===== src/rtl/leaf_stream_buffer_pkg.sv =====
// Shared definitions for leaf_stream_buffer and its FIFO sub-module.
//   PAYLOAD_BITS_DEF : default data width per channel
//   MAX_PORTS        : largest supported ingress/egress channel count
//   ptr_width()      : FIFO pointer width; the extra MSB separates full from empty
//   start_state_e    : start-gate states
package leaf_pkg;

  localparam int unsigned PAYLOAD_BITS_DEF = 32;
  localparam int unsigned MAX_PORTS        = 15;

  function automatic int unsigned ptr_width(input int unsigned depth_log2);
    return depth_log2 + 1;
  endfunction

  typedef enum logic {
    IDLE = 1'b0,
    RUN  = 1'b1
  } start_state_e;

endpackage


===== src/rtl/leaf_stream_buffer_if.sv =====
// Handshake bundle for leaf_stream_buffer.
//   if_in_*   : interface -> buffer ingress (data/vld in, ack out)
//   usr_in_*  : buffer -> kernel ingress heads (data/vld out, ack in)
//   usr_out_* : kernel -> buffer egress (data/vld in, ack out)
//   if_out_*  : buffer -> interface egress heads (data/vld out, ack in)
// Channel i occupies data bits [i*PAYLOAD_BITS +: PAYLOAD_BITS].
// Modport slave is the buffer side; master is the surrounding environment.
interface leaf_stream_buffer_if #(
  parameter int unsigned PAYLOAD_BITS  = leaf_pkg::PAYLOAD_BITS_DEF,
  parameter int unsigned NUM_IN_PORTS  = 2,
  parameter int unsigned NUM_OUT_PORTS = 1
);

  logic [NUM_IN_PORTS*PAYLOAD_BITS-1:0]  if_in_data;
  logic [NUM_IN_PORTS-1:0]               if_in_vld;
  logic [NUM_IN_PORTS-1:0]               if_in_ack;

  logic [NUM_IN_PORTS*PAYLOAD_BITS-1:0]  usr_in_data;
  logic [NUM_IN_PORTS-1:0]               usr_in_vld;
  logic [NUM_IN_PORTS-1:0]               usr_in_ack;

  logic [NUM_OUT_PORTS*PAYLOAD_BITS-1:0] usr_out_data;
  logic [NUM_OUT_PORTS-1:0]              usr_out_vld;
  logic [NUM_OUT_PORTS-1:0]              usr_out_ack;

  logic [NUM_OUT_PORTS*PAYLOAD_BITS-1:0] if_out_data;
  logic [NUM_OUT_PORTS-1:0]              if_out_vld;
  logic [NUM_OUT_PORTS-1:0]              if_out_ack;

  modport slave (
    input  if_in_data, if_in_vld,
    output if_in_ack,
    output usr_in_data, usr_in_vld,
    input  usr_in_ack,
    input  usr_out_data, usr_out_vld,
    output usr_out_ack,
    output if_out_data, if_out_vld,
    input  if_out_ack
  );

  modport master (
    output if_in_data, if_in_vld,
    input  if_in_ack,
    input  usr_in_data, usr_in_vld,
    output usr_in_ack,
    output usr_out_data, usr_out_vld,
    input  usr_out_ack,
    input  if_out_data, if_out_vld,
    output if_out_ack
  );

endinterface


===== src/rtl/leaf_stream_buffer_fifo.sv =====
// leaf_chan_fifo: one first-word-fall-through channel FIFO of 2^DEPTH_LOG2 entries.
//   clk, reset          : clock, synchronous active-high reset
//   wr_data_i/wr_vld_i  : producer word and valid
//   wr_ack_o            : not full (low during and until the first edge after reset)
//   rd_data_o/rd_vld_o  : head word and not-empty
//   rd_ack_i            : consumer takes the head (ignored while empty)
module leaf_chan_fifo
  import leaf_pkg::*;
#(
  parameter int unsigned WIDTH      = PAYLOAD_BITS_DEF,
  parameter int unsigned DEPTH_LOG2 = 4
) (
  input  logic             clk,
  input  logic             reset,
  input  logic [WIDTH-1:0] wr_data_i,
  input  logic             wr_vld_i,
  output logic             wr_ack_o,
  output logic [WIDTH-1:0] rd_data_o,
  output logic             rd_vld_o,
  input  logic             rd_ack_i
);

  localparam int unsigned PW    = ptr_width(DEPTH_LOG2);
  localparam int unsigned DEPTH = 1 << DEPTH_LOG2;

  logic [WIDTH-1:0] mem_q [DEPTH];
  logic [PW-1:0]    wr_q, wr_d;
  logic [PW-1:0]    rd_q, rd_d;
  logic             rdy_q;
  logic             full, empty, push, pop;

  // Same slot index with differing wrap bits means the writer is a full lap ahead.
  assign full  = (wr_q[PW-1] != rd_q[PW-1]) &&
                 (wr_q[DEPTH_LOG2-1:0] == rd_q[DEPTH_LOG2-1:0]);
  assign empty = (wr_q == rd_q);

  // rdy_q holds ack low through reset and releases it on the first edge after.
  assign wr_ack_o  = rdy_q & ~full;
  assign rd_vld_o  = ~empty;
  assign rd_data_o = mem_q[rd_q[DEPTH_LOG2-1:0]];

  assign push = wr_vld_i & wr_ack_o;
  assign pop  = rd_ack_i & rd_vld_o;

  always_comb begin
    wr_d = wr_q;
    rd_d = rd_q;
    if (push) wr_d = wr_q + PW'(1);
    if (pop)  rd_d = rd_q + PW'(1);
  end

  always_ff @(posedge clk) begin
    if (reset) begin
      wr_q  <= '0;
      rd_q  <= '0;
      rdy_q <= 1'b0;
    end else begin
      wr_q  <= wr_d;
      rd_q  <= rd_d;
      rdy_q <= 1'b1;
    end
  end

  // Storage is not reset; clearing the pointers is enough to discard contents.
  always_ff @(posedge clk) begin
    if (push) mem_q[wr_q[DEPTH_LOG2-1:0]] <= wr_data_i;
  end

endmodule


===== src/rtl/leaf_stream_buffer.sv =====
// leaf_stream_buffer: per-channel FIFO buffering between leaf_interface and an
// HLS kernel, plus a registered gate on the kernel's ap_start.
//   clk, reset    : single clock, synchronous active-high reset
//   ap_start      : start request from the leaf wrapper
//   ap_start_out  : gated start to the kernel (high once RUN is entered)
//   bus           : leaf_stream_buffer_if.slave carrying all channel handshakes
// Optional (macro LEAF_STREAM_BUFFER_STATS_EN):
//   in_word_cnt   : NUM_IN_PORTS x 32-bit counts of usr_in pops
//   out_word_cnt  : NUM_OUT_PORTS x 32-bit counts of if_out pops
//   out_hwm       : NUM_OUT_PORTS x (DEPTH_LOG2+1)-bit peak egress occupancy
module leaf_stream_buffer
  import leaf_pkg::*;
#(
  parameter int unsigned PAYLOAD_BITS  = PAYLOAD_BITS_DEF,
  parameter int unsigned NUM_IN_PORTS  = 2,
  parameter int unsigned NUM_OUT_PORTS = 1,
  parameter int unsigned DEPTH_LOG2    = 4,
  parameter int unsigned START_ON_DATA = 0,
  localparam int unsigned PW           = ptr_width(DEPTH_LOG2)
) (
  input  logic clk,
  input  logic reset,
  input  logic ap_start,
  output logic ap_start_out,
  leaf_stream_buffer_if.slave bus
`ifdef LEAF_STREAM_BUFFER_STATS_EN
  ,
  output logic [NUM_IN_PORTS*32-1:0]  in_word_cnt,
  output logic [NUM_OUT_PORTS*32-1:0] out_word_cnt,
  output logic [NUM_OUT_PORTS*PW-1:0] out_hwm
`endif
);

  logic [NUM_IN_PORTS-1:0]               if_in_ack;
  logic [NUM_IN_PORTS*PAYLOAD_BITS-1:0]  usr_in_data;
  logic [NUM_IN_PORTS-1:0]               usr_in_vld;
  logic [NUM_OUT_PORTS-1:0]              usr_out_ack;
  logic [NUM_OUT_PORTS*PAYLOAD_BITS-1:0] if_out_data;
  logic [NUM_OUT_PORTS-1:0]              if_out_vld;

  for (genvar i = 0; i < NUM_IN_PORTS; i++) begin : g_in
    leaf_chan_fifo #(
      .WIDTH      (PAYLOAD_BITS),
      .DEPTH_LOG2 (DEPTH_LOG2)
    ) u_fifo (
      .clk       (clk),
      .reset     (reset),
      .wr_data_i (bus.if_in_data[i*PAYLOAD_BITS +: PAYLOAD_BITS]),
      .wr_vld_i  (bus.if_in_vld[i]),
      .wr_ack_o  (if_in_ack[i]),
      .rd_data_o (usr_in_data[i*PAYLOAD_BITS +: PAYLOAD_BITS]),
      .rd_vld_o  (usr_in_vld[i]),
      .rd_ack_i  (bus.usr_in_ack[i])
    );
  end

  for (genvar j = 0; j < NUM_OUT_PORTS; j++) begin : g_out
    leaf_chan_fifo #(
      .WIDTH      (PAYLOAD_BITS),
      .DEPTH_LOG2 (DEPTH_LOG2)
    ) u_fifo (
      .clk       (clk),
      .reset     (reset),
      .wr_data_i (bus.usr_out_data[j*PAYLOAD_BITS +: PAYLOAD_BITS]),
      .wr_vld_i  (bus.usr_out_vld[j]),
      .wr_ack_o  (usr_out_ack[j]),
      .rd_data_o (if_out_data[j*PAYLOAD_BITS +: PAYLOAD_BITS]),
      .rd_vld_o  (if_out_vld[j]),
      .rd_ack_i  (bus.if_out_ack[j])
    );
  end

  assign bus.if_in_ack   = if_in_ack;
  assign bus.usr_in_data = usr_in_data;
  assign bus.usr_in_vld  = usr_in_vld;
  assign bus.usr_out_ack = usr_out_ack;
  assign bus.if_out_data = if_out_data;
  assign bus.if_out_vld  = if_out_vld;

  // Start gate: once RUN is reached only reset returns it to IDLE.
  start_state_e state_q, state_d;
  logic         start_ok;

  always_comb begin
    start_ok = ap_start;
    if (START_ON_DATA != 0) start_ok = ap_start & (&usr_in_vld);
    state_d = state_q;
    case (state_q)
      IDLE:    if (start_ok) state_d = RUN;
      RUN:     state_d = RUN;
      default: state_d = IDLE;
    endcase
  end

  always_ff @(posedge clk) begin
    if (reset) state_q <= IDLE;
    else       state_q <= state_d;
  end

  assign ap_start_out = (state_q == RUN);

`ifdef LEAF_STREAM_BUFFER_STATS_EN
  logic [NUM_IN_PORTS*32-1:0]  in_cnt_q, in_cnt_d;
  logic [NUM_OUT_PORTS*32-1:0] out_cnt_q, out_cnt_d;
  logic [NUM_OUT_PORTS*PW-1:0] occ_q, occ_d;
  logic [NUM_OUT_PORTS*PW-1:0] hwm_q, hwm_d;
  logic [PW-1:0]               occ;
  logic                        o_push, o_pop;

  // Egress occupancy is shadowed here from the handshakes rather than read
  // out of the FIFOs, so the FIFO stays identical in both builds.
  always_comb begin
    in_cnt_d  = in_cnt_q;
    out_cnt_d = out_cnt_q;
    occ_d     = occ_q;
    hwm_d     = hwm_q;
    occ       = '0;
    o_push    = 1'b0;
    o_pop     = 1'b0;
    for (int unsigned c = 0; c < NUM_IN_PORTS; c++) begin
      if (usr_in_vld[c] & bus.usr_in_ack[c])
        in_cnt_d[c*32 +: 32] = in_cnt_q[c*32 +: 32] + 32'd1;
    end
    for (int unsigned c = 0; c < NUM_OUT_PORTS; c++) begin
      o_push = bus.usr_out_vld[c] & usr_out_ack[c];
      o_pop  = if_out_vld[c] & bus.if_out_ack[c];
      occ    = occ_q[c*PW +: PW];
      if (o_push & ~o_pop) occ = occ + PW'(1);
      if (o_pop & ~o_push) occ = occ - PW'(1);
      occ_d[c*PW +: PW] = occ;
      if (occ > hwm_q[c*PW +: PW]) hwm_d[c*PW +: PW] = occ;
      if (o_pop) out_cnt_d[c*32 +: 32] = out_cnt_q[c*32 +: 32] + 32'd1;
    end
  end

  always_ff @(posedge clk) begin
    if (reset) begin
      in_cnt_q  <= '0;
      out_cnt_q <= '0;
      occ_q     <= '0;
      hwm_q     <= '0;
    end else begin
      in_cnt_q  <= in_cnt_d;
      out_cnt_q <= out_cnt_d;
      occ_q     <= occ_d;
      hwm_q     <= hwm_d;
    end
  end

  assign in_word_cnt  = in_cnt_q;
  assign out_word_cnt = out_cnt_q;
  assign out_hwm      = hwm_q;
`endif

endmodule


===== src/flat_wrapper.sv =====
// flat-port wrapper written by rule: the top's interface ports become plain ports
module leaf_stream_buffer_flat import leaf_pkg::*;
#(
  parameter int unsigned PAYLOAD_BITS  = PAYLOAD_BITS_DEF,
  parameter int unsigned NUM_IN_PORTS  = 2,
  parameter int unsigned NUM_OUT_PORTS = 1,
  parameter int unsigned DEPTH_LOG2    = 4,
  parameter int unsigned START_ON_DATA = 0,
  localparam int unsigned PW           = ptr_width(DEPTH_LOG2)
)
  (clk, reset, ap_start, ap_start_out, bus_if_in_data, bus_if_in_vld, bus_if_in_ack, bus_usr_in_data, bus_usr_in_vld, bus_usr_in_ack, bus_usr_out_data, bus_usr_out_vld, bus_usr_out_ack, bus_if_out_data, bus_if_out_vld, bus_if_out_ack);
  leaf_stream_buffer_if #(.PAYLOAD_BITS(PAYLOAD_BITS), .NUM_IN_PORTS(NUM_IN_PORTS), .NUM_OUT_PORTS(NUM_OUT_PORTS)) bus_i ();
  input  logic clk;
  input  logic reset;
  input  logic ap_start;
  output logic ap_start_out;
  input wire logic [$bits(bus_i.if_in_data)-1:0] bus_if_in_data;
  input wire logic [$bits(bus_i.if_in_vld)-1:0] bus_if_in_vld;
  output wire logic [$bits(bus_i.if_in_ack)-1:0] bus_if_in_ack;
  output wire logic [$bits(bus_i.usr_in_data)-1:0] bus_usr_in_data;
  output wire logic [$bits(bus_i.usr_in_vld)-1:0] bus_usr_in_vld;
  input wire logic [$bits(bus_i.usr_in_ack)-1:0] bus_usr_in_ack;
  input wire logic [$bits(bus_i.usr_out_data)-1:0] bus_usr_out_data;
  input wire logic [$bits(bus_i.usr_out_vld)-1:0] bus_usr_out_vld;
  output wire logic [$bits(bus_i.usr_out_ack)-1:0] bus_usr_out_ack;
  output wire logic [$bits(bus_i.if_out_data)-1:0] bus_if_out_data;
  output wire logic [$bits(bus_i.if_out_vld)-1:0] bus_if_out_vld;
  input wire logic [$bits(bus_i.if_out_ack)-1:0] bus_if_out_ack;
  assign bus_i.if_in_data = bus_if_in_data;
  assign bus_i.if_in_vld = bus_if_in_vld;
  assign bus_if_in_ack = bus_i.if_in_ack;
  assign bus_usr_in_data = bus_i.usr_in_data;
  assign bus_usr_in_vld = bus_i.usr_in_vld;
  assign bus_i.usr_in_ack = bus_usr_in_ack;
  assign bus_i.usr_out_data = bus_usr_out_data;
  assign bus_i.usr_out_vld = bus_usr_out_vld;
  assign bus_usr_out_ack = bus_i.usr_out_ack;
  assign bus_if_out_data = bus_i.if_out_data;
  assign bus_if_out_vld = bus_i.if_out_vld;
  assign bus_i.if_out_ack = bus_if_out_ack;
  leaf_stream_buffer #(.PAYLOAD_BITS(PAYLOAD_BITS), .NUM_IN_PORTS(NUM_IN_PORTS), .NUM_OUT_PORTS(NUM_OUT_PORTS), .DEPTH_LOG2(DEPTH_LOG2), .START_ON_DATA(START_ON_DATA)) u_core (.clk(clk), .reset(reset), .ap_start(ap_start), .ap_start_out(ap_start_out), .bus(bus_i));
endmodule

===== config.mk =====
export PLATFORM = sky130hd
export DESIGN_NAME = leaf_stream_buffer_flat
export DESIGN_NICKNAME = d
export VERILOG_FILES = /design/src/rtl/leaf_stream_buffer_pkg.sv /design/src/rtl/leaf_stream_buffer_if.sv /design/src/rtl/leaf_stream_buffer_fifo.sv /design/src/rtl/leaf_stream_buffer.sv /design/src/flat_wrapper.sv
export SDC_FILE = /design/constraint.sdc
export NUM_CORES = 1
export LEC_CHECK = 0
export BUFFER_PORTS_ARGS = -buffer_cell sky130_fd_sc_hd__buf_2
export CORE_MARGIN = 4
export CORE_UTILIZATION = 40
export CTS_BUF_LIST = sky130_fd_sc_hd__clkbuf_16
export DETAILED_ROUTE_END_ITERATION = 8
export PLACE_DENSITY = 0.63
export SLEW_MARGIN = 20
export SYNTH_ARGS = -nofsm -noshare
export SYNTH_HDL_FRONTEND = slang
export SYNTH_HIERARCHICAL = 1
export SYNTH_SLANG_ARGS = --single-unit

===== constraint.sdc =====
create_clock -name clk -period 5.4 [get_ports clk]
set_input_delay 0.81 -clock clk [delete_from_list [all_inputs] [get_ports clk]]
set_output_delay 0.81 -clock clk [all_outputs]
set_load 0.005 [all_outputs]

### After elaboration in Yosys (flattened, before gate mapping)

Memory sizes are Yosys's and may differ from the RTL's. A register that Yosys moved wholly into a read port is not among the register bits.
Index checks and enable logic that the tools add are counted.

| operators by class | value |
|---|---|
| magnitude comparators | 0 |
| shift-type cells | 0 |
| mux-type cells | 15 |
| add/sub/neg operators | 6 |
| equality and inequality tests | 9 |
| bitwise gates (word level) | 16 |
| divide/modulo/power cells | 0 |
| $mul | 0 |
| reductions and logical operators | 3 |

Operators with widths:

| operator | count |
|---|---|
| 5-bit by 1-bit adder with 5-bit output, second input constant | 6 |
| 4-bit two-way mux | 6 |
| 5-bit equality test | 3 |
| 4-bit equality test | 3 |
| 1-bit bitwise AND | 9 |
| 1-bit two-way mux | 8 |
| 1-bit NOT | 7 |
| 1-bit logical AND | 3 |
| 1-bit inequality test | 3 |
| 1-bit case mux with 2 select lines | 1 |

| storage, ports and cells | value |
|---|---|
| logic and storage cells | 60 |
| bits of input ports | 105 |
| memories | 3 |
| bits in latches | 0 |
| register bits after elaboration | 32 |
| memory bits (read-only) | 0 |
| memory bits (writable) | 1536 |
| output and inout bits | 103 |

Memories:

| name | depth | width | rd ports | clocked after memory_dff | wr ports | RTL line | RTL |
|---|---|---|---|---|---|---|---|
| u_core.g_in[0].u_fifo.mem_q | 16 | 32 | 1 | 1 | 1 | leaf_stream_buffer_fifo.sv:26 | `logic [WIDTH-1:0] mem_q [DEPTH];` |
| u_core.g_in[1].u_fifo.mem_q | 16 | 32 | 1 | 1 | 1 | leaf_stream_buffer_fifo.sv:26 |  |
| u_core.g_out[0].u_fifo.mem_q | 16 | 32 | 1 | 1 | 1 | leaf_stream_buffer_fifo.sv:26 |  |

### Longest topological paths before layout

Gate-level depths: netlist (run 1).

| depth | value |
|---|---|
| word-level depth | 7 |
| depth in mapped cells | 6 |

### Cells and area by module

Netlist (run 1), hierarchy kept.

Modules (own cells, without submodules):

| module | seq. area each (um^2) | area an instance (um^2) | cells each | instances |
|---|---|---|---|---|
| leaf_chan_fifo | 15675.0 | 20246.9 | 815 | 3 |
| leaf_stream_buffer | 20.0 | 30.0 | 2 | 1 |

### Worst setup path before layout (run 1)

No wires, ideal clock.

| path | value |
|---|---|
| kind | input to register |
| start point | in bus_if_in_vld[0] |
| end point | reg u_core.g_in[0].u_fifo.wr_q[4] |
| arrival | 2.984 ns |
| cell stages on the path | 3 |
| buffers on the path | 0 |
| library setup time | 0.123 ns |
| slack | 2.294 ns |
| cells stage by stage | nand4_1 a21oi_1 mux2_2 |

| on the way | value |
|---|---|
| word-level cells in the longest chain between the ends | 1 |

Ends and longest elaborated chain:

| what | RTL line | RTL |
|---|---|---|
| start: declaration | flat_wrapper.sv:18 | `input wire logic [$bits(bus_i.if_in_vld)-1:0] bus_if_in_vld;` |
| 1-bit bitwise AND | leaf_stream_buffer_fifo.sv:42 | `assign push = wr_vld_i & wr_ack_o;` |
| end signal: assignment | leaf_stream_buffer_fifo.sv:58 | `wr_q <= wr_d;` |
| end: declaration | leaf_stream_buffer_fifo.sv:27 | `logic [PW-1:0] wr_q, wr_d;` |

No other way between the ends.
A chain may end at the register's enable or synchronous reset.

==> results.md, run 1 <==
* Run status: completed
* CP arrival at 3.39 ns
* Max clock buf depth at 3
* Largest net degree at the start of global routing at 129
* Worst min path class: in -> reg
* RePlAce Congestion at 0.742
* Total length of routed wires at 133000 um
* Max IR drop VDD at 0.269 mV
* Critical path, cell by cell: buf_12, mux4_1, mux4_2, buf_2
* CP max stage cell: mux4_1
* EDFF count, synth at 1536
* Worst clock skew at 0.0733 ns
* Post-Syn Nets at 2567
* Via count at 27300
* Worst R2R Path Depth at 5
* Count of state elements after synthesis at 1582
* Cts bufs inserted at 159
* Post-Route Setup TNS at 0 ns
* Synth-to-Final Area Change at 14.4%
* Crit start category: flip-flop
* Vias in the first global route at 28400
* Peak Freq at 0.238 GHz
* Top_reg_cell synth: edfxtp_1
* Post-Synthesis Cells at 2447
* FILL cells at 12200
* Root Buffer: clkbuf_16
* Least-Margin Pin Slew at 1.11 ns
* Max FO, Critical Path at 84
* Share of post-route cells with drive strength above 1 at 32.8%
* Crit Path Class: reg -> out
* Pwr Density at 387 mW/mm2
* Ys async rst share at 0%
* Yosys top cell by area: edfxtp_1
* Buffers on Ports at 207
* Setup violations, final at 0
* CTS resizes at 0
* Post-synth cell types at 33
* Hold buffers post-CTS at 0
* Initial antenna violation count at 20
* Tot GR Track Use at 16.8%
* Die Y at 398 um
* Synth Cell Area at 0.0608 mm2
* # DRC at 0
* Final ANT Viol Nets at 0
* CP delay by family, top: multiplexers
* Grt total ovfl at 0
* Full die area at 0.158 mm2
* Post-Syn Area per Cell at 24.8 um2
* Max Slew Vio Count at 0
* Max stage delay on crit path at 0.65 ns
* Tcrit/Tclk final at 77.7%
* Period minus WS final at 4.20 ns
* Die extent in x at 398 um
* RSZ-0062 raised after global routing: false
* Ports at 208
* Clk sink count at 1582
* Ranking of synthesized cells by area: edfxtp_1 76%, mux4_2 14%, mux4_1 4.3%, dfxtp_1 1.5%, buf_6 0.72%
* Area of the multi-input gates at 0.0130 mm2
* Core Region at 0.150 mm2
* Sequential cell area at 0.0471 mm2
* WL/cell at 27.0 um
* Initial cell density of the core at 40.4%
* NumNets Final at 2887
* Clock Latency Late Sink at 0.81 ns
* Worst setup EP type: output pin
* Yosys warns at 6
* H-tree depth at 4
* DR iter-0 viols at 2233
* Leakage power figure at 21.7 nW
* Worst Path Buf+Inv at 2
* Row cnt at 142
* Hold Fails Final Rpt at 0
* Top cells by count, synth: 1536 x edfxtp_1, 381 x mux4_2, 99 x mux4_1, 48 x clkbuf_1, 46 x dfxtp_1
* Hold depth at 2
* Global-route wire length before repair at 194000 um
* CTS tree: built
* Sequential element share of the synthesized area at 77.4%
* Detailed Routing Iterations Pass 1 at 7
* Clock-pin slew on the worst setup and hold paths at 0.06 ns
* Crit path depth at 4
* Core Util, Final at 46.2%
* Detailed placement HPWL at 73700 um
* Rel. slew slack at 25.7%
* Yosys top cell area share at 75.9%
* Vias per std cell at 5.54
* CP required at 4.59 ns
* Post-CTS Setup Inserts at 0
* Max-cap violation count at 0
* Top-count cell post-synth: edfxtp_1
final timing paths:
check,from,to,slack [ns]
worst max-delay path,flip-flop,bus_usr_in_data[1],1.20
worst max register to register,u_core/g_in[0].u_fifo/wr_q[2]$_SDFFE_PP0P_,u_core/g_in[0].u_fifo/mem_q[14][2]$_DFFE_PP_,2.28
worst min register to register,u_core/ap_start_out$_SDFF_PP0_,u_core/ap_start_out$_SDFF_PP0_,0.48
worst min-delay path,ap_start,u_core/ap_start_out$_SDFF_PP0_,0.26
routing by layer:
| layer | track usage (%) | wire length (um) | part of all wire (%) |
|---|---|---|---|
| met2 | 28.0 | 66900 | 50 |
| met5 | 0 | 94 | 0.071 |
| met1 | 22.2 | 53600 | 40 |
| met4 | 4.70 | 3010 | 2.3 |
| met3 | 3.97 | 9060 | 6.8 |
through the flow:
| stage | setup slack, ns | total power [mW] | hold slack, ns | std cells | area, um2 |
|---|---|---|---|---|---|
| 6_report | 1.20 | 26.9 | 0.260 | 4923 | 69500 |
| 5_1_grt | 0.993 | 27.9 | 0.217 | 4917 | 69500 |
| 4_1_cts | 1.07 | 27.2 | 0.179 | 4912 | 69400 |
| 3_5_place_dp | 1.95 | 16.5 | 0.466 | 4621 | 64200 |
| 3_3_place_gp | 1.98 | 16.4 | 0.454 | 4621 | 64200 |
| 2_1_floorplan | 2.29 | 15.8 | 0.472 | 2447 | 60800 |
final cells by class:
type | count | area share, %
Sequential cell | 1582 | 67.7
Multi-Input combinational cell | 727 | 18.6
Clock buffer | 160 | 5.76
Tap cell | 2016 | 3.63
Timing Repair Buffer | 276 | 2.36
Clock inverter | 131 | 1.72
Inverter | 21 | 0.113
Antenna cell | 10 | 0.0360
placed cells by master, fill, tap and decap left out, drive strengths merged, types with 10 or more instances in the layout:
master,Yosys,routed
edfxtp,1536,1536
mux4,480,480
buf,66,276
clkbuf,51,160
inv,21,70
clkinv,0,65
dfxtp,46,46
and3,45,45
nand2,27,27
nor2,21,21
xnor2,15,15
nor2b,15,15
mux2,15,15
o21ai,15,15
ha,15,15
bufinv,0,14
nand3,12,12
a21oi,12,12
diode,0,10
sequential cells by signal, summed over array words and instances, names as in the netlist, named ones only:
| name | flops |
|---|---|
| u_core/g_in.u_fifo/mem_q | 1024 |
| u_core/g_out.u_fifo/mem_q | 512 |
| u_core/g_in.u_fifo/rd_q | 10 |
| u_core/g_in.u_fifo/wr_q | 10 |
| u_core/g_out.u_fifo/rd_q | 5 |
| u_core/g_out.u_fifo/wr_q | 5 |
| u_core/g_in.u_fifo/rdy_q | 2 |
| u_core/ap_start_out | 1 |
| u_core/g_out.u_fifo/rdy_q | 1 |
where the power goes:
group	switching, mW	total (mW)	leakage [nW]	internal (mW)
logic	1.11	2.45	4.80	1.34
registers	0.147	13.7	14.2	13.6
clock network	4.60	10.7	2.68	6.12
logic make-up after synthesis:
logic type	synth area share, %
fa+ha+maj	0.309
mux	18.8
xor+xnor	0.259
compound gates	0.511
simple gates	1.32
flops	77.4
buf+inv	1.41
No activity file was read; power rests on OpenSTA's default activity.
==> inputs of run 2 (changes only) <==
==> constraint.sdc (replaced) <==
create_clock -name clk -period 4.16 [get_ports clk]
set_input_delay 0.624 -clock clk [delete_from_list [all_inputs] [get_ports clk]]
set_output_delay 0.624 -clock clk [all_outputs]
set_load 0.005 [all_outputs]
==> run 2 against run 1 <==
Global-route usage is 0.23 points higher. Total power up 29%. Clock skew shrank 0.026 ns. Wire length up 1.1%. First-iteration DRC count increased by 21%. Critical path type unchanged. Highest routed layer unchanged.
==> results.md, run 2 (synthesis results as in run 1) <==
* Run status: completed
* Detailed Routing Iterations Pass 1 at 5
* Hold Fails Final Rpt at 0
* Peak Freq at 0.263 GHz
* # DRC at 0
* Max IR drop VDD at 0.392 mV
* Worst setup EP type: output pin
* Max FO, Critical Path at 27
* Post-Route Setup TNS at 0 ns
* Core Region at 0.150 mm2
* RSZ-0062 raised after global routing: false
* Global-route wire length before repair at 197000 um
* Max-cap violation count at 0
* Share of post-route cells with drive strength above 1 at 33.8%
* Post-route cell area at 0.0699 mm2
* Tot GR Track Use at 17.0%
* Post-route worst setup slack at 0.351 ns
* Tcrit/Tclk final at 91.6%
* Detailed placement HPWL at 76900 um
* WL/cell at 27.0 um
* Rel. slew slack at 38.4%
* DR iter-0 viols at 2708
* Crit start category: flip-flop
* Worst clock skew at 0.0476 ns
* Max clock buf depth at 3
* Leakage power figure at 21.9 nW
* Crit Path Class: reg -> out
* Ports at 208
* Row cnt at 142
* Clk sink count at 1582
* Post-DP Area at 0.0648 mm2
* Clock Latency Late Sink at 0.79 ns
* CTS resizes at 0
* H-tree depth at 4
* RePlAce Congestion at 0.761
* Core Util, Final at 46.5%
* Vias in the first global route at 28600
* CP required at 3.54 ns
* Grt total ovfl at 0
* Setup violations, final at 0
* Cell total after placement at 4664
* Max Slew Vio Count at 0
* Root Buffer: clkbuf_16
* Initial cell density of the core at 40.4%
* Largest net degree at the start of global routing at 79
* Cts bufs inserted at 160
* Commonest non-fill, non-tap cell in the layout: edfxtp_1
* Buffers on Ports at 207
* Vias per std cell at 5.53
* Least-Margin Pin Slew at 0.924 ns
* NumNets Final at 2931
* Most frequent cells in the layout: 1536 x edfxtp_1, 381 x mux4_2, 207 x buf_2
* Period minus WS final at 3.81 ns
* FILL cells at 12200
* Total power at 34.8 mW
* Hold WS at 0.210 ns
* Total length of routed wires at 134000 um
* Initial antenna violation count at 18
* Pwr Density at 497 mW/mm2
* Final ANT Viol Nets at 0
* Clock-pin slew on the worst setup and hold paths at 0.06 ns
* Full die area at 0.158 mm2
* Worst min path class: in -> reg
* Die extent in x at 398 um
* Final std cells w/o fill at 4963
* Largest register FFs at 1024
* Pre-CTS setup slack at 1.08 ns
* CP arrival at 3.18 ns
* Die Y at 398 um
* Via count at 27500
* Synth-to-Final Area Change at 15.0%
* CTS tree: built
==> run 2: changes by cell type in the layout (fill, tap and decap cells not counted), moves of 2 or more <==
cell / change
diode_2: -4
buf_12: +16
clkinv_2: +2
bufinv_16: -5
inv_1: -3
buf_4: +27
clkinvlp_4: +2
clkinv_1: +2
==> run 2: area by class of cell <==
class                           count  area [um2]  share of cell area, %
Inverter                           21        78.8                  0.113
Antenna cell                        6        15.0                 0.0215
Clock buffer                      161        4030                   5.76
Tap cell                         2016        2520                   3.61
Multi-Input combinational cell    727       13000                   18.5
Clock inverter                    131        1090                   1.56
Sequential cell                  1582       47100                   67.3
Timing Repair Buffer              319        2140                   3.06
==> run 2: per-layer routing <==
metal  track usage [%]  vias up  share of wire [%]
met2              28.0      889                 50
met1              23.2    14900                 41
li1                  -    11500                  -
met4              4.35       12                1.9
met3              3.67      193                6.4
met5                 0        -              0.061
==> run 2: critical path, stage by stage (launching register included) <==
cell	delay (ns)
dfxtp_4	0.75
buf_4	0.35
mux4_1	0.61
mux4_2	0.53
buf_2	0.16
==> run 2: where the power goes <==
part	total, mW	switching, mW	internal, mW	leakage, nW
Clock	13.7	6.00	7.69	2.63
Sequential	17.8	0.184	17.6	14.2
Combinational	3.31	1.50	1.81	5.07
Total	34.8	7.68	27.1	21.9
==> run 2: worst paths after layout <==
path	slack (ns)	endpoint	from	cells after the start
worst max-delay path	0.35	bus_usr_in_data[35]	flip-flop	4
worst min-delay path	0.21	u_core/g_out[0].u_fifo/mem_q[5][17]$_DFFE_PP_	bus_usr_out_data[17]	1
worst max register to register	1.17	u_core/g_in[0].u_fifo/mem_q[11][3]$_DFFE_PP_	u_core/g_in[0].u_fifo/wr_q[2]$_SDFFE_PP0P_	5
worst min register to register	0.47	u_core/ap_start_out$_SDFF_PP0_	u_core/ap_start_out$_SDFF_PP0_	1
==> run 2: what timing repair did <==
| item | 4_1_cts | 5_1_grt |
|---|---|---|
| hold endpoints to repair | 1 | 0 |
| buffers inserted | 0 | 0 |
| endpoints found under the setup margin | 0 | 0 |
| hold buffers | 1 | 0 |
